<file path="src/rtl/vga_sync_out_if.sv">
// rtl/vga_sync_out_if.sv - raster position, colour and PMOD byte bundle for vga_sync_out
interface vga_sync_out_if;
  logic       ena;
  logic [5:0] rgb_in;
  logic [9:0] hpos;
  logic [9:0] vpos;
  logic       display_on;
  logic       line_start;
  logic       frame_start;
  logic [7:0] frame_cnt;
  logic [7:0] uo_out;

  // master: renderer/driver side; slave: the timing generator
  modport master (
    output ena, rgb_in,
    input  hpos, vpos, display_on, line_start, frame_start, frame_cnt, uo_out
  );

  modport slave (
    input  ena, rgb_in,
    output hpos, vpos, display_on, line_start, frame_start, frame_cnt, uo_out
  );
endinterface

</file>
<file path="src/rtl/vga_sync_out.sv">
// rtl/vga_sync_out.sv - VGA timing generator and registered TinyVGA PMOD output packer
module vga_sync_out #(
  parameter int H_ACTIVE    = 640,
  parameter int H_FP        = 16,
  parameter int H_SYNC      = 96,
  parameter int H_BP        = 48,
  parameter int V_ACTIVE    = 480,
  parameter int V_FP        = 10,
  parameter int V_SYNC      = 2,
  parameter int V_BP        = 33,
  parameter bit SYNC_ACTIVE = 1'b0,
  parameter int PIPE        = 1
) (
  input  logic           clk,
  input  logic           rst_n,
  vga_sync_out_if.slave  bus
);

  localparam logic [9:0] H_LAST   = 10'(H_ACTIVE + H_FP + H_SYNC + H_BP - 1);
  localparam logic [9:0] V_LAST   = 10'(V_ACTIVE + V_FP + V_SYNC + V_BP - 1);
  localparam logic [9:0] H_VIS    = 10'(H_ACTIVE);
  localparam logic [9:0] V_VIS    = 10'(V_ACTIVE);
  localparam logic [9:0] HS_FIRST = 10'(H_ACTIVE + H_FP);
  localparam logic [9:0] HS_LAST  = 10'(H_ACTIVE + H_FP + H_SYNC - 1);
  localparam logic [9:0] VS_FIRST = 10'(V_ACTIVE + V_FP);
  localparam logic [9:0] VS_LAST  = 10'(V_ACTIVE + V_FP + V_SYNC - 1);
  localparam logic       SYNC_IDLE = ~SYNC_ACTIVE;

  logic [9:0] hpos_q;
  logic [9:0] vpos_q;
  logic [7:0] frame_q;
  logic [7:0] uo_q;

  always_ff @(posedge clk or negedge rst_n) begin
    if (!rst_n) begin
      hpos_q  <= 10'd0;
      vpos_q  <= 10'd0;
      frame_q <= 8'd0;
    end else if (bus.ena) begin
      if (hpos_q == H_LAST) begin
        hpos_q <= 10'd0;
        if (vpos_q == V_LAST) begin
          vpos_q  <= 10'd0;
          frame_q <= frame_q + 8'd1;
        end else begin
          vpos_q <= vpos_q + 10'd1;
        end
      end else begin
        hpos_q <= hpos_q + 10'd1;
      end
    end
  end

  logic hsync_raw;
  logic vsync_raw;
  logic display_on;

  always_comb begin
    display_on = (hpos_q < H_VIS) && (vpos_q < V_VIS);
    hsync_raw  = (hpos_q >= HS_FIRST) && (hpos_q <= HS_LAST);
    vsync_raw  = (vpos_q >= VS_FIRST) && (vpos_q <= VS_LAST);
  end

  // {hsync asserted, vsync asserted, visible}; all-zero is blank with sync idle
  logic [2:0] raw;
  logic [2:0] aligned;
  assign raw = {hsync_raw, vsync_raw, display_on};

  generate
    if (PIPE == 0) begin : g_no_delay
      assign aligned = raw;
    end else begin : g_delay
      logic [2:0] stage [PIPE];

      always_ff @(posedge clk or negedge rst_n) begin
        if (!rst_n) begin
          for (int i = 0; i < PIPE; i++) stage[i] <= 3'b000;
        end else if (bus.ena) begin
          stage[0] <= raw;
          for (int i = 1; i < PIPE; i++) stage[i] <= stage[i-1];
        end
      end

      assign aligned = stage[PIPE-1];
    end
  endgenerate

  logic [5:0] colour;
  assign colour = aligned[0] ? bus.rgb_in : 6'd0;

  // PMOD byte {hsync,B0,G0,R0,vsync,B1,G1,R1} from colour {R1,R0,G1,G0,B1,B0}
  always_ff @(posedge clk or negedge rst_n) begin
    if (!rst_n) begin
      uo_q <= {SYNC_IDLE, 3'b000, SYNC_IDLE, 3'b000};
    end else if (bus.ena) begin
      uo_q <= {aligned[2] ? SYNC_ACTIVE : SYNC_IDLE, colour[0], colour[2], colour[4],
               aligned[1] ? SYNC_ACTIVE : SYNC_IDLE, colour[1], colour[3], colour[5]};
    end
  end

  assign bus.hpos        = hpos_q;
  assign bus.vpos        = vpos_q;
  assign bus.frame_cnt   = frame_q;
  assign bus.display_on  = display_on;
  assign bus.line_start  = (hpos_q == 10'd0);
  assign bus.frame_start = (hpos_q == 10'd0) && (vpos_q == 10'd0);
  assign bus.uo_out      = uo_q;

endmodule

</file>
<file path="src/flat_wrapper.sv">
// flat-port wrapper written by rule: the top's interface ports become plain ports
module vga_sync_out_flat 
#(
  parameter int H_ACTIVE    = 640,
  parameter int H_FP        = 16,
  parameter int H_SYNC      = 96,
  parameter int H_BP        = 48,
  parameter int V_ACTIVE    = 480,
  parameter int V_FP        = 10,
  parameter int V_SYNC      = 2,
  parameter int V_BP        = 33,
  parameter bit SYNC_ACTIVE = 1'b0,
  parameter int PIPE        = 1
)
  (clk, rst_n, bus_ena, bus_rgb_in, bus_hpos, bus_vpos, bus_display_on, bus_line_start, bus_frame_start, bus_frame_cnt, bus_uo_out);
  vga_sync_out_if bus_i ();
  input  logic clk;
  input  logic rst_n;
  input wire logic [$bits(bus_i.ena)-1:0] bus_ena;
  input wire logic [$bits(bus_i.rgb_in)-1:0] bus_rgb_in;
  output wire logic [$bits(bus_i.hpos)-1:0] bus_hpos;
  output wire logic [$bits(bus_i.vpos)-1:0] bus_vpos;
  output wire logic [$bits(bus_i.display_on)-1:0] bus_display_on;
  output wire logic [$bits(bus_i.line_start)-1:0] bus_line_start;
  output wire logic [$bits(bus_i.frame_start)-1:0] bus_frame_start;
  output wire logic [$bits(bus_i.frame_cnt)-1:0] bus_frame_cnt;
  output wire logic [$bits(bus_i.uo_out)-1:0] bus_uo_out;
  assign bus_i.ena = bus_ena;
  assign bus_i.rgb_in = bus_rgb_in;
  assign bus_hpos = bus_i.hpos;
  assign bus_vpos = bus_i.vpos;
  assign bus_display_on = bus_i.display_on;
  assign bus_line_start = bus_i.line_start;
  assign bus_frame_start = bus_i.frame_start;
  assign bus_frame_cnt = bus_i.frame_cnt;
  assign bus_uo_out = bus_i.uo_out;
  vga_sync_out #(.H_ACTIVE(H_ACTIVE), .H_FP(H_FP), .H_SYNC(H_SYNC), .H_BP(H_BP), .V_ACTIVE(V_ACTIVE), .V_FP(V_FP), .V_SYNC(V_SYNC), .V_BP(V_BP), .SYNC_ACTIVE(SYNC_ACTIVE), .PIPE(PIPE)) u_core (.clk(clk), .rst_n(rst_n), .bus(bus_i));
endmodule
</file>
<file path="config.mk">
export PLATFORM = sky130hd
export DESIGN_NAME = vga_sync_out_flat
export DESIGN_NICKNAME = d
export VERILOG_FILES = /design/src/rtl/vga_sync_out_if.sv /design/src/rtl/vga_sync_out.sv /design/src/flat_wrapper.sv
export SDC_FILE = /design/constraint.sdc
export NUM_CORES = 1
export LEC_CHECK = 0
export CAP_MARGIN = 20
export CORE_AREA = 2 2 77 79
export CTS_BUF_LIST = sky130_fd_sc_hd__clkbuf_2 sky130_fd_sc_hd__clkbuf_4 sky130_fd_sc_hd__clkbuf_8
export DETAILED_ROUTE_END_ITERATION = 16
export DIE_AREA = 0 0 79 81
export PLACE_DENSITY = 0.63
export SLEW_MARGIN = 20
export SYNTH_ARGS = -nofsm -noshare
export SYNTH_HDL_FRONTEND = slang
export SYNTH_SLANG_ARGS = --single-unit
</file>
<file path="constraint.sdc">
create_clock -name clk -period 3.05 [get_ports clk]
set_input_delay 0.305 -clock clk [delete_from_list [all_inputs] [get_ports clk]]
set_output_delay 0.305 -clock clk [all_outputs]
set_load 0.005 [all_outputs]
</file>
Yosys cells after proc, flatten, opt, wreduce, memory -nomap -nowiden
Cells that the tools add are included.
Storage, ports and cells
  memories: 0
  bits in latches: 0
  flip-flop bits (word level): 39
  bits in writable memories: 0
  bits in read-only memories: 0
  input port bits: 9
Operators by class
  add/sub/neg operators: 3
  bitwise gates (word level): 0
  reduce and logical (&&, ||, !) cells: 8
  shift-type cells: 0
  multiplexer cells: 5
  div/mod/pow operators: 0
  eq/ne operators: 2
  multipliers: 0
  magnitude comparators: 6
Operators with widths (count)
  10-bit by 1-bit adder with 10-bit output, second input constant: 2
  10-bit == test, second input constant: 2
  10-bit logical NOT: 2
  10-bit two-way mux: 2
  10-bit greater-or-equal comparator, second input constant: 1
  10-bit by 9-bit greater-or-equal comparator with 1-bit output, second input constant: 1
  10-bit <= comparator, second input constant: 1
  10-bit by 9-bit <= comparator with 1-bit output, second input constant: 1
  10-bit < comparator, second input constant: 1
  10-bit by 9-bit < comparator with 1-bit output, second input constant: 1
  8-bit by 1-bit adder with 8-bit output, second input constant: 1
  6-bit two-way mux: 1
  1-bit logical AND: 4
  3-bit AND reduction: 1
  1-bit two-way mux: 2
  2-bit AND reduction: 1

Logic depth before layout (Yosys ltp)
Gate-level depths: netlist of the first run.
  word-level depth: 2
  mapped depth: 7
  depth with buffers taken out: 6

Least setup slack after synthesis of the first run
Ideal clock, no wire load.
  path type: register to register
  from: register u_core.hpos_q[6], in the netlist u_core.bus.hpos[6]
  to: register u_core.frame_q[1], in the netlist u_core.bus.frame_cnt[1]
  cell stages (with the launch flop): 6
  period minus slack after synthesis: 2210 ps
  data arrival time: 2085 ps
  slack: 840 ps
  path through: dfrtp_1 -> or3b_4 -> or4_4 -> buf_6 -> nor2_1 -> mux2_2
Between the ends
  word-level cells in the longest chain between the ends: 2
RTL lines
  start, declared: RTL line vga_sync_out.sv:29  | logic [9:0] hpos_q;
  start signal, assigned: RTL line vga_sync_out.sv:49  | hpos_q <= hpos_q + 10'd1;
  10-bit == test: RTL line vga_sync_out.sv:40  | if (hpos_q == H_LAST) begin
  3-bit AND reduction (no line)
  end signal, assigned: RTL line vga_sync_out.sv:44  | frame_q <= frame_q + 8'd1;
  end, declared: RTL line vga_sync_out.sv:31  | logic [7:0] frame_q;
Every way passes these cells.
A chain may end at the register's enable or synchronous reset.

Final worst setup path of the first run
  from: register u_core.hpos_q[6], in the netlist u_core.bus.hpos[6]
  to: output port bus_frame_start
Between the ends
  word-level cells in the longest chain between the ends: 2
RTL lines
  10-bit logical NOT: RTL line vga_sync_out.sv:106  | assign bus.frame_start = (hpos_q == 10'd0) && (vpos_q == 10'd0);
  1-bit logical AND: RTL line vga_sync_out.sv:106
  end, declared: RTL line flat_wrapper.sv:25  | output wire logic [$bits(bus_i.frame_start)-1:0] bus_frame_start;
Every way passes these cells.

==> run metrics, run 1 <==
critical path capture point type=output pin; worst min path class=input port to async pin; Worst path max stage delay=approximately 0.54 ns; fillers=546; Vias per Instance=4.95; startpoint types=register; Hold Fails Final Rpt=0; synthesis-to-layout area growth=32.7%; WP buf/inv=1; Mean Syn Cell Area=10.3 um^2; clk sinks=39; fin nets=approximately 250; area of the core=5680 um^2; initial antenna violation count=0; I/O Pins=48; Pwr Total=roughly 1200 uW; Congestion Overflow GR=0; Sw Share=27.1%; postcts setup bufs=0; # port buffers=47; first-pass GRT wire length=around 7000 um; vias in the first global route=1409; H-tree Lvls=2; clock network power share=35.6%; post-route ant nets=0; maximum root-to-sink buffer count=2; minimum clock period=2.75 ns; CTS tree=yes; largest net degree at the start of global routing=40; chip width=79 um; status=finished clean; Peak VDD IR=0.223 mV; fin crit share=90.3%; GRT Resource Usage Total=13.9%; Max-cap violations=0; Hold Buf Count CTS=0; Post-synth EDFFs=0; sequential element share of the synthesized area=49.9%; Slowest-stage cell, CP=or4_1; Final Max Slew Viols=0; crit path from=u_core.bus.hpos[6]$_DFFE_PN0P_; Num CTS Buffers=5; WL/cell=13.2 um; P_sw=332 uW; fraction of layout cells with a size suffix above 1=12.4%; worst-skew pair later-pin latency=0.30 ns; final WL=roughly 4200 um; gpl congestion=0.827; Core Rows=28; Worst Path Arrival=2.45 ns; Reg-to-Reg Start=u_core.bus.hpos[6]$_DFFE_PN0P_; Post-Syn Instances=190; Finish-stage setup viols=0; Cell Pwr Density=470 nW/um^2; async set-reset flop share out of synthesis=100%; Multi-input gate area=876 um^2; Die ar.=6400 um^2; Main synth FF type=dfrtp_1; CTS root buffer=clkbuf_8; WP data required=2.74 ns; RSZ-0062 raised after global routing=no; DRC errors left=0; type of the worst setup path=register to output pin; FF+latch count, synth=39; mapped cell area=1960 um^2; cell breakdown of the critical path=or4_1 -> nor4_1 -> and4_1 -> clkdlybuf4s50_1; register area=978 um^2; crit-path max FO=8; Cell variety after synth=38; post-CTS sizing=0; Worst Tran Pin Value=0.844 ns; Worst-path clk slew=0.09 ns; Flop pwr share=around half; ant diodes=0; fmax=~360 MHz; Leak=0.00111 uW; commonest non-fill, non-tap cell in the layout=clkdlybuf4s50_1; Logic pwr share=14.1%; Syn. warnings=0; Initial Utilization=34.5%; Vias=around 1600; Mapped Nets=204; die height=81 um; Worst Clk Skew=around 0.011 ns; highest-count cells in the layout ignoring fill and taps=clkdlybuf4s50_1 (46), dfrtp_1 (37), inv_1 (16), o21ai_0 (15); setup TNS=0 ns; max_slew headroom=between 40% and 50%; DR iter-0 viols=between 90 and 100; drt first pass iters=4; delay-heaviest family, CP=simple AND/OR/NAND/NOR gates; Pint=891 uW; hpwl dp=3000 um
[per-layer routing]
metal | vias up | routed length, um | track usage [%]
met5 | - | 0 | 0
met4 | 0 | 44 | 3.62
met3 | 5 | 279 | 4.44
met2 | 45 | 1830 | 21.2
met1 | 735 | 2010 | 19.1
li1 | 779 | - | -
[through the flow]
step	std cells	util (%)	area (um^2)	hold WS (ns)	setup WS (ns)
CTS	316	45.8	2600	0.138	0.238
finish	316	45.8	2600	0.106	0.296
floorplan	190	-	1960	0.00941	0.840
global placement	308	43.8	2490	0.458	0.590
detailed placement	308	43.8	2490	0.461	0.556
global route	316	45.8	2600	0.179	0.130
[flip-flops by register name, indices dropped and copies added, names as in the netlist]
| name | cells |
|---|---|
| u_core.aligned | 3 |
| u_core.bus.hpos | 10 |
| u_core.bus.uo_out | 8 |
| u_core.bus.vpos | 10 |
| u_core.bus.frame_cnt | 8 |
[cell families (layout without fill, tap and decap cells)]
| family | after synthesis | after routing | share of synthesized area, % |
|---|---|---|---|
| AND/OR/NAND/NOR | 78 | 78 | 24.8 |
| flip-flops | 39 | 39 | 49.9 |
| AO/OA/AOI/OAI | 25 | 25 | 6.83 |
| buffers and inverters | 22 | 73 | 5.42 |
| XOR/XNOR | 17 | 17 | 7.59 |
| adder cells (fa/ha/maj) | 5 | 5 | 3.19 |
| multiplexers | 4 | 4 | 2.30 |
[synthesized netlist by cell type, drive strengths merged, types with 2 or more instances]
| cell | instances | area [um^2] |
|---|---|---|
| o21ai | 15 | 75.1 |
| nor2 | 5 | 18.8 |
| nand4 | 9 | 56.3 |
| nor4 | 7 | 71.3 |
| mux2 | 4 | 45.0 |
| buf | 3 | 33.8 |
| xor2 | 10 | 87.6 |
| or4 | 2 | 18.8 |
| ha | 5 | 62.6 |
| o22ai | 2 | 12.5 |
| nand3 | 14 | 80.1 |
| and3 | 4 | 26.3 |
| xnor2 | 7 | 61.3 |
| dfrtp | 37 | 926 |
| inv | 16 | 60.1 |
| and4 | 3 | 26.3 |
| or3 | 4 | 27.5 |
| a21oi | 6 | 30.0 |
| nor3 | 12 | 60.1 |
| dfstp | 2 | 52.6 |
| nand2 | 11 | 41.3 |
| clkbuf | 3 | 12.5 |
[power by group through the flow]
stage               Clock, uW  Combinational, uW  Sequential [uW]
finish                    435                172              616
global route              481                197              624
CTS                       448                176              615
detailed placement          0                176              625
global placement            0                173              626
floorplan                   0               90.6              603
[area by class of cell]
cell class | count | area share [%]
clock inverter | 3 | 1.68
timing repair buffer | 49 | 18.5
clock buffer | 5 | 2.65
multi-input combinational | 129 | 33.7
inverter | 16 | 2.31
tap | 75 | 3.61
sequential | 39 | 37.6
[worst paths after layout]
check | endpoint | slack [ns] | cells past startpoint
max reg2reg | u_core.bus.frame_cnt[1]$_DFFE_PN0P_ | 0.69 | 4
max in group asynchronous | u_core.bus.hpos[6]$_DFFE_PN0P_ | 2.41 | 1
min in group clk | u_core.bus.frame_cnt[7]$_DFFE_PN0P_ | 0.47 | 1
min reg2reg | u_core.bus.frame_cnt[7]$_DFFE_PN0P_ | 0.47 | 1
max | bus_frame_start | 0.30 | 4
min | u_core.bus.frame_cnt[4]$_DFFE_PN0P_ | 0.11 | 1
Note: power is estimated with default switching activity, not from simulation.
==> run 2, diff against run 1 <==
CAP_MARGIN = not set   (was 20)
CTS_CLUSTER_SIZE = 24   (was not set)
==> results of run 2 <==
No change in the layout: final DEF, timing and power equal those of run 1.
